--- src/rtl/cp0_exc_seq.sv ---
//==============================================================================
// Module   : cp0_exc_seq
// Purpose  : Exception/interrupt sequencer owning the CP0 register port.
//            Passes CPU MTC0/MFC0 through while idle; on interrupt entry it
//            saves EPC and Cause, sets Status.EXL and redirects the PC; on
//            ERET it clears Status.EXL and redirects to EPC.
// Options  : CP0_VECTORED_IRQ_EN - per-line vector offsets (index << 5).
// Revision : 1.0 - initial release
//==============================================================================
`default_nettype none

module cp0_exc_seq #(
    parameter int          IRQ_N        = 6,
    parameter logic [31:0] HANDLER_BASE = 32'h0000_4180
) (
    input  logic             clk,
    input  logic             clr_n,
    input  logic [IRQ_N-1:0] irq_req,
    input  logic             eret,
    input  logic [31:0]      epc_in,
    input  logic [4:0]       cpu_r_in,
    input  logic [4:0]       cpu_w_in,
    input  logic [2:0]       cpu_sel,
    input  logic [31:0]      cpu_din,
    input  logic             cpu_we,
    output logic [31:0]      cpu_rdata,
    output logic [4:0]       cp0_r_in,
    output logic [4:0]       cp0_w_in,
    output logic [2:0]       cp0_sel,
    output logic [31:0]      cp0_din,
    output logic             cp0_we,
    input  logic [31:0]      cp0_rdata,
    output logic             busy,
    output logic             redir_valid,
    output logic [31:0]      redir_pc,
    output logic [IRQ_N-1:0] irq_ack
);

    localparam logic [4:0] c_REG_STATUS = 5'd12;
    localparam logic [4:0] c_REG_CAUSE  = 5'd13;
    localparam logic [4:0] c_REG_EPC    = 5'd14;

    localparam logic [2:0] S_IDLE    = 3'd0;
    localparam logic [2:0] S_W_EPC   = 3'd1;
    localparam logic [2:0] S_W_CAUSE = 3'd2;
    localparam logic [2:0] S_W_STAT  = 3'd3;
    localparam logic [2:0] S_REDIR   = 3'd4;
    localparam logic [2:0] S_E_STAT  = 3'd5;
    localparam logic [2:0] S_E_REDIR = 3'd6;

    logic [2:0]       r_state;
    logic [2:0]       w_next;
    logic             r_ie;
    logic             r_exl;
    logic [IRQ_N-1:0] r_irq_id;
    logic [31:0]      r_epc;

    logic [IRQ_N-1:0] w_req_onehot;
    logic             w_accept_irq;
    logic             w_cpu_stat_wr;
    logic [7:0]       w_ip;
    logic [31:0]      w_vector;

    // Isolate the lowest set request bit (bit 0 has highest priority).
    assign w_req_onehot  = irq_req & (~irq_req + IRQ_N'(1));
    // Acceptance looks only at the shadows as they stood before this edge.
    assign w_accept_irq  = (|irq_req) && r_ie && !r_exl;
    assign w_cpu_stat_wr = cpu_we && (cpu_w_in == c_REG_STATUS) && (cpu_sel == 3'd0);

    // Cause.IP field: accepted line zero-extended to eight bits.
    always_comb begin
        w_ip               = '0;
        w_ip[IRQ_N-1:0]    = r_irq_id;
    end

`ifdef CP0_VECTORED_IRQ_EN
    logic [2:0] w_idx;

    // Binary position of the accepted line selects a 32-byte vector slot.
    always_comb begin
        w_idx = '0;
        for (int i = 0; i < IRQ_N; i++) begin
            if (r_irq_id[i]) w_idx = 3'(i);
        end
    end

    assign w_vector = HANDLER_BASE + {24'b0, w_idx, 5'b0};
`else
    assign w_vector = HANDLER_BASE;
`endif

    // State register.
    always_ff @(posedge clk or negedge clr_n) begin
        if (!clr_n) r_state <= S_IDLE;
        else        r_state <= w_next;
    end

    // Next-state: ERET wins over interrupts; sequences run straight through.
    always_comb begin
        w_next = S_IDLE;
        case (r_state)
            S_IDLE: begin
                if (eret)              w_next = S_E_STAT;
                else if (w_accept_irq) w_next = S_W_EPC;
                else                   w_next = S_IDLE;
            end
            S_W_EPC:   w_next = S_W_CAUSE;
            S_W_CAUSE: w_next = S_W_STAT;
            S_W_STAT:  w_next = S_REDIR;
            S_REDIR:   w_next = S_IDLE;
            S_E_STAT:  w_next = S_E_REDIR;
            S_E_REDIR: w_next = S_IDLE;
            default:   w_next = S_IDLE;
        endcase
    end

    // Shadow IE/EXL track every Status write; capture line and EPC on accept.
    always_ff @(posedge clk or negedge clr_n) begin
        if (!clr_n) begin
            r_ie     <= 1'b0;
            r_exl    <= 1'b0;
            r_irq_id <= '0;
            r_epc    <= '0;
        end else begin
            case (r_state)
                S_IDLE: begin
                    if (w_cpu_stat_wr) begin
                        r_ie  <= cpu_din[0];
                        r_exl <= cpu_din[1];
                    end
                    if (!eret && w_accept_irq) begin
                        r_irq_id <= w_req_onehot;
                        r_epc    <= epc_in;
                    end
                end
                S_W_STAT: begin
                    r_ie  <= cp0_rdata[0];
                    r_exl <= 1'b1;
                end
                S_E_STAT: begin
                    r_ie  <= cp0_rdata[0];
                    r_exl <= 1'b0;
                end
                default: ;
            endcase
        end
    end

    // Port ownership: CPU in IDLE, one sequencer access per state otherwise.
    always_comb begin
        cp0_r_in    = 5'd0;
        cp0_w_in    = 5'd0;
        cp0_sel     = 3'd0;
        cp0_din     = 32'd0;
        cp0_we      = 1'b0;
        cpu_rdata   = 32'd0;
        busy        = (r_state != S_IDLE);
        redir_valid = 1'b0;
        redir_pc    = 32'd0;
        irq_ack     = '0;
        case (r_state)
            S_IDLE: begin
                cp0_r_in  = cpu_r_in;
                cp0_w_in  = cpu_w_in;
                cp0_sel   = cpu_sel;
                cp0_din   = cpu_din;
                cp0_we    = cpu_we;
                cpu_rdata = cp0_rdata;
            end
            S_W_EPC: begin
                cp0_w_in = c_REG_EPC;
                cp0_din  = r_epc;
                cp0_we   = 1'b1;
            end
            S_W_CAUSE: begin
                cp0_w_in = c_REG_CAUSE;
                cp0_din  = {16'b0, w_ip, 8'b0};
                cp0_we   = 1'b1;
            end
            S_W_STAT: begin
                cp0_r_in = c_REG_STATUS;
                cp0_w_in = c_REG_STATUS;
                cp0_din  = cp0_rdata | 32'h0000_0002;
                cp0_we   = 1'b1;
            end
            S_REDIR: begin
                redir_valid = 1'b1;
                redir_pc    = w_vector;
                irq_ack     = r_irq_id;
            end
            S_E_STAT: begin
                cp0_r_in = c_REG_STATUS;
                cp0_w_in = c_REG_STATUS;
                cp0_din  = cp0_rdata & ~32'h0000_0002;
                cp0_we   = 1'b1;
            end
            S_E_REDIR: begin
                cp0_r_in    = c_REG_EPC;
                redir_valid = 1'b1;
                redir_pc    = cp0_rdata;
            end
            default: ;
        endcase
    end

endmodule

`default_nettype wire

--- config.mk ---
export PLATFORM = sky130hd
export DESIGN_NAME = cp0_exc_seq
export DESIGN_NICKNAME = d
export VERILOG_FILES = /design/src/rtl/cp0_exc_seq.sv
export SDC_FILE = /design/constraint.sdc
export NUM_CORES = 1
export LEC_CHECK = 0
export ABC_AREA = 1
export ABC_CLOCK_PERIOD_IN_PS = 2400
export BUFFER_PORTS_ARGS = -buffer_cell sky130_fd_sc_hd__buf_2
export CORE_AREA = 2 2 93 95
export DETAILED_ROUTE_END_ITERATION = 10
export DIE_AREA = 0 0 95 97
export HOLD_SLACK_MARGIN = 0.1
export PLACE_DENSITY = 0.77
export REMOVE_ABC_BUFFERS = 1
export SKIP_LAST_GASP = 1
export SLEW_MARGIN = 10
export SYNTH_ARGS = -nofsm -noshare
export SYNTH_HDL_FRONTEND = slang
export SYNTH_SLANG_ARGS = --single-unit
--- constraint.sdc ---
create_clock -name clk -period 2.4 [get_ports clk]
set_input_delay 0.24 -clock clk [delete_from_list [all_inputs] [get_ports clk]]
set_output_delay 0.24 -clock clk [all_outputs]
set_load 0.05 [all_outputs]
==> results.toml, run 1 <==
[timing]
fin_crit_ns = 2.19
final_max_slew_viol_count = 0
hold_viol = 0
slew_headroom = 0.353
setup_viol = 0
finClkSkew_ns = 0.00652
worstMarginPinSlew_ns = 0.970
period_share = 0.915
fmax_mhz = 456
rsz0062_at_grt = "no"

[global_routing]
grt_max_degree = 44
first_global_vias = 3883
antenna_found_initial = 0
grt.overflow.total = 0
grt_pass1_wl_um = 17900
grtUsageTotal = 0.241

[critical_path]
rrSetupSlack_ns = 0.68
worstPathArrival_ns = 1.95
worstPathRequired_ns = 2.16
startpoint_type = "flip-flop"
startpoint = "r_state[2]$_DFF_PN0_"
reg2reg_depth = 8
rr_endpoint = "r_ie$_DFFE_PN0P_"
crit_fanout = 7
timing.rr.start = "r_state[2]$_DFF_PN0_"
crit_end = "cp0_din[12]"
path_class = "reg -> out"
cp-end-kind = "primary output"

[yosys]
syn-mean-instance-area_um2 = 5.94
synth_enable_flop_cells = 0
synth_seq_cells = 43
syn_area_mm2 = 0.00312
yosysWarningCount = 0
synth_area_leaders = "dfrtp_1 35%, nand2_1 26%, nor2_1 11%"
synth_common_cells = "212 x nand2_1, 88 x nor2_1, 59 x inv_1, 44 x nand4_1, 43 x dfrtp_1"
synth_top_flop_cell = "dfrtp_1"
synth-async-reset-ratio = 1.00
seq_area_frac_synth = 0.345
syn-instance-count = 525
synth.top_cell.area_share = 0.345
yosysUniqueCellTypes = 18
yosys.cell_count.top_type = "nand2_1"
yosysTopAreaCell = "dfrtp_1"

[worst_hold_path]
hold_path.class = "in -> async"

[floorplan]
die_area_mm2 = 0.00922
start_util = 0.383
die-width_um = 95
core_mm2 = 0.00813
io_pins = 237
core.rowCount = 33
die_y_um = 97

[cts]
cts.sinks = 43
clk_latency_ns = 0.29
cts_setup_buffers = 0
cts_root_buf = "clkbuf_8"
ctsLongestPathBuffers = 2
tritoncts = "built"
clk_pin_slew_worst_paths_ns = 0.08
cts_max_level = 2
numCtsBuffers = 5

[pwr]
ir_worst_vdd_mv = 0.556
p_total_uw = 7220
power_density_mw_per_mm2 = 1600
p_leak_uw = 0.00291

[route]
met1Wirelength_um = 4500
drtAntennaViolNets = 0
wl_met3_um = 923
route.detailed.drc = 0
num_vias = 4153
wl_per_cell_um = 13.2
dr.pass1.iters = 5
met2_wirelength_um = 5750
drtIter0Drc = 190
top_layer = "met4"
viasPerCell = 4.85
drt-total-wl_um = 11300

[flow_run]
cap_violations = 0

[place]
io_buffers = 236
routabilityCongestion = 0.822
dp.final_hpwl_um = 8700
post_dp_cell_area_mm2 = 0.00441

[finish]
finalNetCount = 869
syn2layout_area_growth_pct = 44.9
n_antenna_cell = 0
post-route-util = 0.555
fin_area_mm2 = 0.00452
drive_above_1_share = 0.353

[outcome]
status = "finished clean"
[sequential cells by signal, summed over array words and instances, names as in the netlist]
name / count
r_epc: 32
r_exl: 1
r_ie: 1
r_irq_id: 6
r_state: 3
[cell type report]
class | count | area [µm²]
Sequential cell | 43 | 1080
Fill cell | 838 | 3620
Inverter | 61 | 231
Tap cell | 105 | 131
Clock buffer | 8 | 100
Multi-Input combinational cell | 389 | 1660
Timing Repair Buffer | 250 | 1310
[stage by stage]
step / cells / hold WS (ns) / TNS [ns] / setup WS (ns)
after floorplan: 493 / -0.0556 / -9.81 / -0.262
final: 856 / 0.0945 / 0 / 0.205
after global placement: 848 / 0.428 / 0 / 0.508
after detailed placement: 848 / 0.444 / 0 / 0.432
after global routing: 856 / 0.174 / 0 / 0.0333
after CTS: 856 / 0.122 / 0 / 0.0983
[how the worst min path moves through the flow]
stage               startpoint                      end  slack (ns)
floorplan                clr_n     r_epc[0]$_DFFE_PN0P_       -0.06
global route             clr_n  r_irq_id[2]$_DFFE_PN0P_        0.17
finish                   clr_n     r_epc[9]$_DFFE_PN0P_        0.09
global placement         clr_n  r_irq_id[1]$_DFFE_PN0P_        0.43
CTS                      clr_n     r_epc[9]$_DFFE_PN0P_        0.12
detailed placement       clr_n     r_epc[9]$_DFFE_PN0P_        0.44
[routing by layer]
metal  track usage  vias up
li1              -     2073
met1         0.288     1874
met2         0.439      194
met3        0.0444       12
met4        0.0546        0
met5             0        -
[cells in the final DEF (no fill, tap or decap)]
cell type  count
o211ai_1       2
inv_1         59
dfrtp_1       43
buf_12         2
nand3_2        2
inv_4          1
nor2_1        88
o22ai_1        1
nand2_4        1
nand3_1       32
nand4_1       44
inv_2          1
clkbuf_8       7
nor2_4         2
nor2_2         1
buf_2        235
buf_4         13
nand2_1      212
clkbuf_1       1
o21ai_0        4
[where the power goes]
group          total, µW  internal [µW]  switching (µW)
Sequential          1250           1040             208
Clock                501            263             239
Combinational       5470           1200            4270
[critical path, cell delays in order, from the launching register on]
cell	delay, ns
dfrtp_1	0.45
inv_2	0.16
nand2_1	0.09
nor2_1	0.43
nand2_1	0.14
nand4_1	0.12
buf_2	0.26
[timing repair]
item                       in CTS  in global routing
hold buffers                    0                  0
setup endpoints to repair       0                 17
gates resized for setup         0                  2
[kinds of logic (layout without fill, tap and decap cells)]
family                 Yosys count  after routing  share of synthesized area
flip-flops                      43             43                      0.345
AO/OA/AOI/OAI                    7              7                     0.0132
AND/OR/NAND/NOR                382            382                      0.517
buffers and inverters           93            319                      0.124
(Power assumes the default switching activity.)
==> run 2: changes to the inputs <==
--- a/config.mk
+++ b/config.mk
@@ -13,6 +13,7 @@
 export DIE_AREA = 0 0 95 97
 export HOLD_SLACK_MARGIN = 0.1
 export PLACE_DENSITY = 0.77
+export RECOVER_POWER = 100
 export REMOVE_ABC_BUFFERS = 1
 export SKIP_LAST_GASP = 1
 export SLEW_MARGIN = 10
==> run 2 against run 1 <==
  * Cell count is the same
  * First-iteration DRC count is 16% higher
  * Highest routed layer unchanged
  * Combinational power fell by 1%
  * Non-clock buffer count is the same
  * Critical path type unchanged
  * Power is 0.87% lower
  * Design area fell by 1.7%
==> results.toml, run 2 (synthesis results as in run 1) <==
[global_routing]
use_met2 = 0.439
grt_max_degree = 44
grt_pass1_wl_um = 17900
grt.busiest_layer = "met2"
first_global_vias = 3883
antenna_found_initial = 0
use_met3 = 0.0444
grt.overflow.total = 0
grtUsageTotal = 0.241
use_met1 = 0.288

[timing]
worstMarginPinSlew_ns = 1.10
finClkSkew_ns = 0.00547
hold_viol = 0
fmax_mhz = 456
setup_viol = 0
fin_crit_ns = 2.19
slew_headroom = 0.267
setup_slack_ns = 0.206
final_max_slew_viol_count = 0
finalSetupTns_ns = 0
rsz0062_at_grt = "no"
hold_slack_ns = 0.136
period_share = 0.914

[route]
drtAntennaViolNets = 0
drtIter0Drc = 221
dr.pass1.iters = 5
viasPerCell = 4.83
num_vias = 4135
route.detailed.drc = 0
drt-total-wl_um = 11200
wl_per_cell_um = 13.1

[floorplan]
start_util = 0.383
die_y_um = 97
core.rowCount = 33
core_mm2 = 0.00813
io_pins = 237
die-width_um = 95
die_area_mm2 = 0.00922

[critical_path]
worstPathArrival_ns = 1.95
path_common_cell = "nand2_1"
cp-end-kind = "primary output"
cpPeakStageDelay_ns = 0.45
crit_fanout = 7
startpoint_type = "flip-flop"
path_class = "reg -> out"
crit_family = "simple AND/OR/NAND/NOR gates"
cp_num_buf_inv = 3
worstPathCellList = "inv_2 > nand2_1 > nor2_1 > inv_1 > nand2_1 > clkbuf_2"
worstPathRequired_ns = 2.16
slowest_stage = "dfrtp_1"

[finish]
final_common_cell = "nand2_1"
post-route-util = 0.545
layout_common_cells = "212 x nand2_1, 119 x buf_2, 89 x nor2_1"
reg_top3 = "r_epc x32, r_irq_id x6, r_state x3"
n_antenna_cell = 0
finalNetCount = 869
drive_above_1_share = 0.276
syn2layout_area_growth_pct = 42.4
top_register = "r_epc"
nFillCells = 882
largest_reg_flops = 32

[cts]
numCtsBuffers = 5
cts.sinks = 43
clk_pin_slew_worst_paths_ns = 0.08
ctsLongestPathBuffers = 2
cts_max_level = 2
cts_setup_buffers = 0
clk_latency_ns = 0.29
tritoncts = "built"
cts_root_buf = "clkbuf_8"
hold_buffers = 0

[worst_hold_path]
hold_path.class = "in -> async"

[place]
post-place-ws_ns = 0.432
io_buffers = 236
routabilityCongestion = 0.822
dp.final_hpwl_um = 8700

[pwr]
p_leak_uw = 0.00265
power_density_mw_per_mm2 = 1610
p_total_uw = 7160
ir_worst_vdd_mv = 0.562

[flow_run]
cap_violations = 0

[outcome]
status = "finished clean"
-- run 2: cell types whose count changed in the layout (fill, tap and decap cells not counted), sizes merged --
cell / before / now
buf: 250 / 133
clkbuf: 8 / 125
-- run 2: per-layer routing --
layer / vias up / share of wire
met2: 167 / 0.51
met5: - / 0
li1: 2074 / -
met1: 1884 / 0.40
met4: 0 / 0.0092
met3: 10 / 0.079
-- run 2: per-stage QoR --
stage | cell area [µm²] | cells
final | 4440 | 856
after global routing | 4440 | 856
after CTS | 4510 | 856
after detailed placement | 4410 | 848
after global placement | 4410 | 848
after floorplan | 2960 | 493
-- run 2: cell type report --
class,instances,area [µm²],area share
clock buffers,8,100,0.0226
well taps,105,131,0.0296
inverters,61,231,0.0522
repair buffers,250,1240,0.280
flip-flops and latches,43,1080,0.243
multi-input cells,389,1660,0.373
-- run 2: path summary, 6_finish.rpt --
kind | cells after the start | to | from | slack [ns]
setup reg to reg | 7 | r_epc[0]$_DFFE_PN0P_ | r_state[0]$_DFF_PN0_ | 0.35
max in group asynchronous | 1 | r_epc[16]$_DFFE_PN0P_ | clr_n | 1.58
setup / recovery | 6 | cp0_w_in[0] | r_state[2]$_DFF_PN0_ | 0.21
hold reg to reg | 2 | r_epc[19]$_DFFE_PN0P_ | r_epc[19]$_DFFE_PN0P_ | 0.47
min in group clk | 3 | r_epc[22]$_DFFE_PN0P_ | epc_in[22] | 0.20
hold / removal | 1 | r_epc[9]$_DFFE_PN0P_ | clr_n | 0.14
-- run 2: report_power, final --
part           switching (µW)  internal (µW)  leakage (µW)
Combinational            4290           1120       0.00206
Clock                     240            263     0.0000515
Sequential                209           1040      0.000546
Total                    4740           2420       0.00265
-- run 2: worst register-to-register path, delay by kind of cell, from the launching register on --
kind,cells,cell delay [ns]
buffers and inverters,1,0.34
DFF,1,0.48
and+or+nand+nor,6,1.13
-- run 2: repair_timing --
item,4_1_cts,5_1_grt
hold endpoints to repair,0,0
endpoints found under the setup margin,0,17
gates resized for setup,0,2
